==> config.mk <==
export PLATFORM = sky130hd
export DESIGN_NAME = wb_dsp_scoreboard
export DESIGN_NICKNAME = d
export VERILOG_FILES = /design/src/rtl/wb_dsp_scoreboard_pkg.sv /design/src/rtl/wb_dsp_scoreboard_fifo.sv /design/src/rtl/wb_dsp_scoreboard.sv
export SDC_FILE = /design/constraint.sdc
export NUM_CORES = 1
export LEC_CHECK = 0
export ABC_CLOCK_PERIOD_IN_PS = 9010
export CAP_MARGIN = 20
export CELL_PAD_IN_SITES_DETAIL_PLACEMENT = 2
export CELL_PAD_IN_SITES_GLOBAL_PLACEMENT = 2
export CORE_ASPECT_RATIO = 1.1
export CORE_MARGIN = 2
export CORE_UTILIZATION = 45
export CTS_CLUSTER_DIAMETER = 30
export CTS_CLUSTER_SIZE = 16
export DETAILED_ROUTE_END_ITERATION = 10
export GPL_TIMING_DRIVEN = 0
export PLACE_DENSITY = 0.8
export SYNTH_ARGS = -nofsm -noshare
export SYNTH_HDL_FRONTEND = slang
export SYNTH_SLANG_ARGS = --single-unit
==> constraint.sdc <==
create_clock -name wb_clk -period 9.01 [get_ports wb_clk]
set_clock_uncertainty 0.2 [all_clocks]
set_input_delay 1.3515 -clock wb_clk [delete_from_list [all_inputs] [get_ports wb_clk]]
set_output_delay 1.3515 -clock wb_clk [all_outputs]
set_load 0.005 [all_outputs]
==> src/rtl/wb_dsp_scoreboard_pkg.sv <==
// Shared types for the wb_dsp scoreboard: FSM states, error-cause codes and
// the channel-index width helper used to size channel ports.
package wb_dsp_scoreboard_pkg;

  typedef enum logic [1:0] {
    ST_IDLE = 2'd0,
    ST_RUN  = 2'd1,
    ST_PASS = 2'd2,
    ST_FAIL = 2'd3
  } sb_state_t;

  typedef enum logic [1:0] {
    ERR_MISMATCH   = 2'd0,
    ERR_OVERFLOW   = 2'd1,
    ERR_UNEXPECTED = 2'd2,
    ERR_TIMEOUT    = 2'd3
  } err_cause_t;

  // A single channel still needs a 1-bit index port.
  function automatic int ch_w(input int n);
    return (n > 1) ? $clog2(n) : 1;
  endfunction

endpackage

==> src/rtl/wb_dsp_scoreboard_fifo.sv <==
// Single-clock expected-value FIFO. A push into a full FIFO is accepted only
// when a pop happens in the same cycle, so occupancy stays at DEPTH.
module scoreboard_fifo #(
  parameter int WIDTH = 32,
  parameter int DEPTH = 8
) (
  input  logic             clk,
  input  logic             rst,
  input  logic             clr,
  input  logic             push,
  input  logic             pop,
  input  logic [WIDTH-1:0] wdata,
  output logic [WIDTH-1:0] rdata,
  output logic             full,
  output logic             empty
);

  localparam int AW = $clog2(DEPTH);

  logic [WIDTH-1:0] mem [DEPTH];
  logic [AW-1:0]    wr_ptr;
  logic [AW-1:0]    rd_ptr;
  logic [AW:0]      count;
  logic             do_push;
  logic             do_pop;

  assign empty   = (count == '0);
  assign full    = (count == (AW+1)'(DEPTH));
  assign do_pop  = pop && !empty && !rst && !clr;
  assign do_push = push && (!full || do_pop) && !rst && !clr;
  assign rdata   = mem[rd_ptr];

  always_ff @(posedge clk) begin
    if (do_push) mem[wr_ptr] <= wdata;
  end

  always_ff @(posedge clk) begin
    if (rst || clr) begin
      wr_ptr <= '0;
      rd_ptr <= '0;
      count  <= '0;
    end else begin
      if (do_push) wr_ptr <= wr_ptr + AW'(1);
      if (do_pop)  rd_ptr <= rd_ptr + AW'(1);
      if (do_push && !do_pop)      count <= count + (AW+1)'(1);
      else if (do_pop && !do_push) count <= count - (AW+1)'(1);
    end
  end

endmodule

==> src/rtl/wb_dsp_scoreboard.sv <==
// Self-checking scoreboard: per-channel expected FIFOs, in-order compare with
// 1-cycle result latency, saturating counters, stall watchdog, sticky verdict.
// Optional per-entry compare mask: define WB_DSP_SCOREBOARD_MASK_EN.
module wb_dsp_scoreboard
  import wb_dsp_scoreboard_pkg::*;
#(
  parameter  int NUM_CH  = 4,
  parameter  int DATA_W  = 32,
  parameter  int DEPTH   = 8,
  parameter  int CNT_W   = 16,
  parameter  int TIMEOUT = 50000,
  localparam int CH_W    = ch_w(NUM_CH)
) (
  input  logic              wb_clk,
  input  logic              wb_rst,
  input  logic              start,
  input  logic              done,
  input  logic [CNT_W-1:0]  exp_tests,
  input  logic              exp_valid,
  input  logic [CH_W-1:0]   exp_ch,
  input  logic [DATA_W-1:0] exp_data,
`ifdef WB_DSP_SCOREBOARD_MASK_EN
  input  logic [DATA_W-1:0] exp_mask,
`endif
  input  logic              meas_valid,
  input  logic [CH_W-1:0]   meas_ch,
  input  logic [DATA_W-1:0] meas_data,
  output logic              cmp_valid,
  output logic              cmp_pass,
  output logic [CH_W-1:0]   cmp_ch,
  output logic [DATA_W-1:0] cmp_exp,
  output logic [DATA_W-1:0] cmp_meas,
  output logic [CNT_W-1:0]  test_count,
  output logic [CNT_W-1:0]  err_count,
  output logic              busy,
  output logic              test_passed,
  output logic              test_failed,
  output logic [1:0]        fsm_state
);

`ifdef WB_DSP_SCOREBOARD_MASK_EN
  localparam int FW = 2 * DATA_W;
`else
  localparam int FW = DATA_W;
`endif
  localparam int WD_W = (TIMEOUT > 0) ? $clog2(TIMEOUT + 1) : 1;

  sb_state_t         state, state_nxt;
  logic              active;
  logic [NUM_CH-1:0] fifo_full, fifo_empty;
  logic [FW-1:0]     fifo_rdata [NUM_CH];
  logic [FW-1:0]     push_word, head_word;
  logic [DATA_W-1:0] head_data;
  logic              pop_ok, unexpected, overflow, proto_err, match, verdict_ok;
  logic [1:0]        err_inc;
  logic [CNT_W:0]    err_sum;
  logic [CNT_W-1:0]  err_nxt, test_nxt;
  logic [WD_W-1:0]   wd_cnt;
  logic              wd_expire;

  // start has priority: traffic in the start cycle is dropped with the clear.
  assign active     = (state == ST_RUN) && !start;
  assign head_word  = fifo_rdata[meas_ch];
  assign head_data  = head_word[DATA_W-1:0];
  assign pop_ok     = active && meas_valid && !fifo_empty[meas_ch];
  assign unexpected = active && meas_valid && fifo_empty[meas_ch];
  assign overflow   = active && exp_valid && fifo_full[exp_ch] &&
                      !(pop_ok && (meas_ch == exp_ch));
  assign proto_err  = overflow || unexpected;

`ifdef WB_DSP_SCOREBOARD_MASK_EN
  assign push_word = {exp_mask, exp_data};
  assign match     = ((head_data ^ meas_data) & head_word[FW-1:DATA_W]) == '0;
`else
  assign push_word = exp_data;
  assign match     = (head_data == meas_data);
`endif

  for (genvar c = 0; c < NUM_CH; c++) begin : g_fifo
    scoreboard_fifo #(.WIDTH(FW), .DEPTH(DEPTH)) u_fifo (
      .clk   (wb_clk),
      .rst   (wb_rst),
      .clr   (start),
      .push  (active && exp_valid && (exp_ch == CH_W'(c))),
      .pop   (pop_ok && (meas_ch == CH_W'(c))),
      .wdata (push_word),
      .rdata (fifo_rdata[c]),
      .full  (fifo_full[c]),
      .empty (fifo_empty[c])
    );
  end

  // Overflow can coincide with a mismatch or unexpected measurement, so the
  // error counter may advance by two in one cycle.
  always_comb begin
    err_inc  = {1'b0, overflow} + {1'b0, unexpected} + {1'b0, pop_ok && !match};
    err_sum  = {1'b0, err_count} + {{(CNT_W-1){1'b0}}, err_inc};
    err_nxt  = err_sum[CNT_W] ? '1 : err_sum[CNT_W-1:0];
    test_nxt = (pop_ok && (test_count != '1)) ? test_count + CNT_W'(1) : test_count;
  end

  assign wd_expire  = (TIMEOUT > 0) && (state == ST_RUN) && !cmp_valid &&
                      (wd_cnt == WD_W'(TIMEOUT - 1));
  assign verdict_ok = (test_nxt == exp_tests) && (err_nxt == '0) && (&fifo_empty);

  always_comb begin
    state_nxt = state;
    case (state)
      ST_IDLE, ST_PASS, ST_FAIL: if (start) state_nxt = ST_RUN;
      ST_RUN: begin
        if (start)                       state_nxt = ST_RUN;
        else if (proto_err || wd_expire) state_nxt = ST_FAIL;
        else if (done)                   state_nxt = verdict_ok ? ST_PASS : ST_FAIL;
      end
      default: state_nxt = ST_IDLE;
    endcase
  end

  always_ff @(posedge wb_clk) begin
    if (wb_rst) begin
      state      <= ST_IDLE;
      cmp_valid  <= 1'b0;
      cmp_pass   <= 1'b0;
      cmp_ch     <= '0;
      cmp_exp    <= '0;
      cmp_meas   <= '0;
      test_count <= '0;
      err_count  <= '0;
      wd_cnt     <= '0;
    end else begin
      state     <= state_nxt;
      cmp_valid <= pop_ok || unexpected;
      if (pop_ok || unexpected) begin
        cmp_pass <= pop_ok && match;
        cmp_ch   <= meas_ch;
        cmp_exp  <= pop_ok ? head_data : '0;
        cmp_meas <= meas_data;
      end
      if (start) begin
        test_count <= '0;
        err_count  <= '0;
        wd_cnt     <= '0;
      end else begin
        test_count <= test_nxt;
        err_count  <= err_nxt;
        if (state == ST_RUN) wd_cnt <= cmp_valid ? '0 : wd_cnt + WD_W'(1);
      end
    end
  end

  assign busy        = (state == ST_RUN);
  assign test_passed = (state == ST_PASS);
  assign test_failed = (state == ST_FAIL);
  assign fsm_state   = state;

endmodule

Word-level counts from Yosys, hierarchy flattened. Memories as Yosys holds them, arrays and structs flattened. A register that Yosys moved wholly into a read port is not among the register bits. Index checks and enable logic that the tools add are counted.

Bitwise gates (word level): 1. Muxes and demuxes: 41. $lt $le $gt $ge: 3. $add $sub $neg: 21. Reduce and logical (&&, ||, !) cells: 101. Eq/ne operators: 20.

Operator list (count): $mux 32 (3); $bmux 32 s2 (1); $logic_and 1x1->1 (55); $mux 16 (3); $add 16x1->16 const B (2); $eq 32x32->1 (1); $mux 4 (8); $add 3x1->3 const B (8); $mux 3 (8); $logic_not 1->1 (22); $add 16x2->17 (1); $add 4x1->4 const B (4); $eq 16x16->1 (1); $eq 16x16->1 const B (1); $eq 4x4->1 const B (4); $logic_not 16->1 (1); $logic_not 4->1 (4); $ne 16x16->1 const B (1); $sub 4x1->4 const B (4); $eq 2x2->1 const B (6); $mux 1 (11); $logic_or 1x1->1 (8); $mux 2 (4); $reduce_bool 2->1 (4); 16 further kinds (22).

Memory bits (writable): 1024. Bits in registers: 158. Memories kept: 4. Word-level logic and storage cells: 212. Output and inout port bits: 105.

Memories: g_fifo[0].u_fifo.mem (depth 8, width 32, read ports 1, clocked after Yosys merged registers in 1, wr ports 1, RTL line wb_dsp_scoreboard_fifo.sv:20) `logic [WIDTH-1:0] mem [DEPTH];`; g_fifo[1].u_fifo.mem (depth 8, width 32, read ports 1, clocked after Yosys merged registers in 1, wr ports 1, RTL line wb_dsp_scoreboard_fifo.sv:20); g_fifo[2].u_fifo.mem (depth 8, width 32, read ports 1, clocked after Yosys merged registers in 1, wr ports 1, RTL line wb_dsp_scoreboard_fifo.sv:20); g_fifo[3].u_fifo.mem (depth 8, width 32, read ports 1, clocked after Yosys merged registers in 1, wr ports 1, RTL line wb_dsp_scoreboard_fifo.sv:20).

Longest topological paths before layout.
Depth in word-level cells: 20. Gate-level depth with buffers: 24. Depth with buffers taken out: 20.

By module. A second synthesis with hierarchy kept.

Cells, all modules: 2566. Area, all modules: 47623.2 µm².

By module, submodules not included: scoreboard_fifo (instances 4, area an instance 10261.1 µm², cells each 448); wb_dsp_scoreboard (instances 1, area an instance 6578.8 µm², cells each 774).

Worst setup path before layout. Ideal clock, no wire load.

Path type: input to register. From: input port meas_ch[1]. To: memory g_fifo[3].u_fifo.mem[2][0] (enable). Setup time: 0.513 ns. Cell stages on the path: 7. Arrival: 6.133 ns. Slack: 2.165 ns. Path through: buf_6 buf_4 clkbuf_1 nand2_1 nor3_1 o2111ai_1 nor4b_1.

Longest elaborated chain between the ends: 14. Elaborated cells on any way between the ends: 15. Those cells by class: eq/ne (1); mux (4); reduce/logical (10).

RTL lines: start: declaration (RTL line wb_dsp_scoreboard.sv:26) `input logic [CH_W-1:0] meas_ch,`; $bmux 1 s2 (RTL line wb_dsp_scoreboard.sv:65) `assign pop_ok = active && meas_valid && !fifo_empty[meas_ch];`; $mux 1 (implied by the code) (RTL line wb_dsp_scoreboard.sv:65); $logic_not 1->1 (RTL line wb_dsp_scoreboard.sv:65); $logic_and 1x1->1 (RTL line wb_dsp_scoreboard.sv:65); $logic_and 1x1->1 (*) (RTL line wb_dsp_scoreboard.sv:85) `.pop (pop_ok && (meas_ch == CH_W'(c))),`; $logic_and 1x1->1 (*) (3 in a row) (RTL line wb_dsp_scoreboard_fifo.sv:29) `assign do_pop = pop && !empty && !rst && !clr;`; $logic_or 1x1->1 (*) (RTL line wb_dsp_scoreboard_fifo.sv:30) `assign do_push = push && (!full || do_pop) && !rst && !clr;`; $logic_and 1x1->1 (*) (3 in a row) (RTL line wb_dsp_scoreboard_fifo.sv:30); $mux 1 (*) (RTL line wb_dsp_scoreboard_fifo.sv:34) `if (do_push) mem[wr_ptr] <= wdata;`; $mux 1 (implied by the code) (*) (RTL line wb_dsp_scoreboard_fifo.sv:34); end: declaration (RTL line wb_dsp_scoreboard_fifo.sv:20).

Mark *: on every way between the ends. The rest lies on a longest branch, timed or not. The select of a mux whose other input is x is not followed.

Final worst setup path.
From: input port meas_ch[1]. To: register state[0] (netlist: fsm_state[0]).

Longest elaborated chain between the ends: 19. Elaborated cells on any way between the ends: 35. Those cells by class: add/sub (3); eq/ne (4); mux (12); bitwise (1); reduce/logical (15).

RTL lines: parallel branches: the longest is 19 deep, another holds $add 16x2->17; end signal: assignment (RTL line wb_dsp_scoreboard.sv:131) `state <= state_nxt;`; end: declaration (RTL line wb_dsp_scoreboard.sv:48) `sb_state_t state, state_nxt;`.

Parallel ways; which one is timed is not known. The select of a mux whose other input is x is not followed. A chain may end at the register's enable or synchronous reset.

==> reports/qor.yml <==
synthesis:
  yosys_warnings: 0
  avgSynthCellArea_um2: 15.52
  yosysSeqAreaShare: 0.7168
  postSynthRegisterBits: 1194
  synth.net_count: 3190
  synth_most_common_cell: "edfxtp_1"
  synthTopCellsByArea: "edfxtp_1, mux2i_1, dfxtp_1"
  yosysTopAreaCellShare: 0.6453
  synth_top_flop_cell: "edfxtp_1"
  syn-cell-area_um2: 47650
  synth_edf_count: 1024
  async_reset_ff_frac: 0
  synth.top_cells.by_count: "edfxtp_1, mux2i_1, nor2_1, o22ai_1, dfxtp_1"
  syn_inst: 3070
  yosysTopAreaCell: "edfxtp_1"
  ys_types: 73
timing:
  worst_hold_slack_ns: 0.2716
  finalSetupViolations: 1
  hold_viol: 0
  slew_viol_final: 0
  period_share: 1.018
  worst_pin_slew_ns: 1.403
  fin_crit_ns: 9.175
  rsz0062_at_grt: "false"
  fmax_mhz: 109.0
  final.setup.worst_slack_ns: -0.1653
  relSlewSlack: 0.06492
clock_tree:
  clk_latency_ns: 0.83
  ctsHoldBuffers: 0
  cts.clk_slew.worst_paths_ns: 0.06
  cts_tree: "built"
  ctsLongestPathBuffers: 3
  cts-root-buf: "clkbuf_16"
  numCtsBuffers: 229
  cts_num_sinks: 1194
  htreeDepth: 4
critical_path:
  path_class: "input port to flop"
  cp_max_fo: 10
  reg2reg_depth: 24
  rrSetupSlack_ns: 0.09
  cp-end-kind: "flop"
  cp_data_arrival_time_ns: 9.59
  critPathLaunchType: "input port"
  cp.required_ns: 9.43
  r2r_end: "fsm_state[0]$_SDFFE_PP0P_"
floorplan:
  pin_count: 195
  die_w_um: 314.3
  start_util: 0.4527
  row_count: 125
  core_area_um2: 105300
  dieArea_um2: 108500
  die_y_um: 345.3
worst_hold_path:
  min_path_type: "flop to flop"
  hold_end: "cmp_meas[27]$_SDFFE_PP0P_"
  min_from: "cmp_meas[27]$_SDFFE_PP0P_"
  hold_depth: 2
power:
  irDropWorstVdd_v: 0.0001840
  power-per-cell-area_nw_per_um2: 257.1
  power.leakage_nw: 20.14
  p_total_mw: 15.94
drt:
  drt-total-wl_um: 260500
  first_pass_iters: 6
  ant_nets: 0
  routedWlPerCell_um: 49.62
  via_count: 37490
  first_iter_violations: 5734
  routed_via_density: 7.141
  post-route-drc-count: 0
place:
  port_buffers: 192
  dpl.hpwl_um: 150200
  pre_cts_slack_ns: -1.267
  gp_congestion: 0.8752
global_route:
  grt_pass1_wl_um: 335800
  antenna_found_initial: 15
  grt_remaining_overflow: 0
  grt_pass1_vias: 39310
  grt.total_usage: 0.4550
  grt_max_degree: 33
finish:
  fillers: 8908
  area.growth.synth_to_final_pct: 30.10
  nNetsFinal: 3758
  layout-drive-gt1-share: 0.1958
run_status:
  outcome: "finished, violations left"
  violations: "setup timing"
run:
  maxCapViolCount: 0
-- worst max-delay path: stages --
cell and delay (ns):
clkdlybuf4s50_1 0.68, nand4bb_1 0.25, buf_2 0.38, clkbuf_1 0.76
o22ai_1 0.26, nor4_1 0.95, o211ai_1 0.39, xor2_1 0.27
nor3b_1 0.35, nand4_1 0.27, o21ai_1 0.32, fa_1 0.22
inv_1 0.04, ha_1 0.20, fa_1 0.49, xnor2_1 0.30
nor3b_1 0.35, nand4_1 0.19, nor4bb_2 0.58, and4_1 0.28
nand4_1 0.12, nor4_1 0.31, a211oi_1 0.22
-- repair_timing --
item,4_1_cts,5_1_grt
setup endpoints to repair,1,11
pin swaps,0,1
gates resized for setup,19,20
buffers inserted,0,2
-- cells in the final DEF (no fill, tap or decap), types with 20 or more instances in the layout --
cell type	count
clkbuf_16	239
edfxtp_1	1024
xnor2_1	45
bufinv_16	34
buf_6	51
a21oi_1	115
o21ai_0	32
buf_16	23
nand2b_1	22
mux4_2	33
dfxtp_1	170
buf_8	27
inv_6	25
nand2_1	143
mux2i_1	455
ha_1	24
buf_2	74
clkbuf_1	70
a22oi_1	34
nor4_1	39
a31oi_1	21
nand3_1	38
xor2_1	31
clkinvlp_4	32
buf_4	39
and3_1	25
nor2b_1	20
clkinv_1	26
nor3_1	23
clkdlybuf4s50_1	184
inv_1	25
o22ai_1	185
clkinv_2	34
nor2_1	166
-- cell families after synthesis --
family                   synth area share
AO/OA/AOI/OAI                     0.06066
adder cells (fa/ha/maj)          0.009033
XOR/XNOR                          0.01492
multiplexers                       0.1119
AND/OR/NAND/NOR                   0.06796
buffers and inverters             0.01878
flip-flops                         0.7168
-- through the flow --
step | cell area, µm² | utilization | std cells | TNS [ns]
2_1_floorplan | 47650 | - | 3070 | 0
3_3_place_gp | 51320 | 0.4875 | 4659 | -1305.85
3_5_place_dp | 53140 | 0.5049 | 4776 | -10.09
4_1_cts | 61360 | 0.5829 | 5215 | 0
5_1_grt | 61980 | 0.5889 | 5246 | 0
6_report | 61990 | 0.5889 | 5250 | -0.1653
-- power by group --
| part | leakage, nW | internal (mW) | switching, mW | total (mW) |
|---|---|---|---|---|
| sequential | 10.6 | 6.00 | 0.00968 | 6.01 |
| combinational | 5.67 | 0.129 | 0.312 | 0.442 |
| clock | 3.90 | 5.82 | 3.66 | 9.48 |
-- registers in the layout, indices dropped and copies added, names as in the netlist, named ones only --
| name | count |
|---|---|
| wd_cnt | 16 |
| cmp_meas | 32 |
| cmp_pass | 1 |
| g_fifo.u_fifo.mem | 1024 |
| g_fifo.u_fifo.wr_ptr | 12 |
| g_fifo.u_fifo.count | 16 |
| cmp_valid | 1 |
| g_fifo.u_fifo.rd_ptr | 12 |
| test_count | 16 |
| err_count | 16 |
| fsm_state | 2 |
| cmp_exp | 32 |
| cmp_ch | 2 |
-- worst max-delay path by stage --
| stage | startpoint | to | slack [ns] | depth (start not counted) |
|---|---|---|---|---|
| 3_3_place_gp | meas_ch[1] | g_fifo[3].u_fifo.mem[2][17]$_DFFE_PP_ | -5.10 | 8 |
| 2_1_floorplan | meas_ch[1] | g_fifo[3].u_fifo.mem[2][0]$_DFFE_PP_ | 2.16 | 7 |
| 3_5_place_dp | meas_ch[1] | fsm_state[0]$_SDFFE_PP0P_ | -1.27 | 24 |
| 6_report | meas_ch[1] | fsm_state[0]$_SDFFE_PP0P_ | -0.17 | 23 |
| 5_1_grt | meas_ch[1] | fsm_state[0]$_SDFFE_PP0P_ | 0.02 | 26 |
| 4_1_cts | meas_ch[1] | fsm_state[0]$_SDFFE_PP0P_ | 0.10 | 26 |
-- layout make-up --
class	instances	area (µm²)	area share
Sequential cell	1194	34150	0.5509
Multi-Input combinational cell	1690	12960	0.2090
Clock buffer	254	5982	0.09650
Timing Repair Buffer	337	4065	0.06558
Clock inverter	185	2147	0.03464
Tap cell	1397	1748	0.02820
Buffer	161	825.8	0.01332
Inverter	25	93.84	0.001514
Antenna cell	7	17.52	0.0002826
-- layer usage --
| metal | wire, µm | vias up | GRT usage |
|---|---|---|---|
| met3 | 28770 | 1410 | 0.1192 |
| li1 | - | 13290 | - |
| met5 | 104 | - | 0 |
| met4 | 28230 | 10 | 0.3961 |
| met1 | 84580 | 19050 | 0.5126 |
| met2 | 118800 | 3735 | 0.7163 |
No activity file was read; power rests on OpenSTA's default activity.
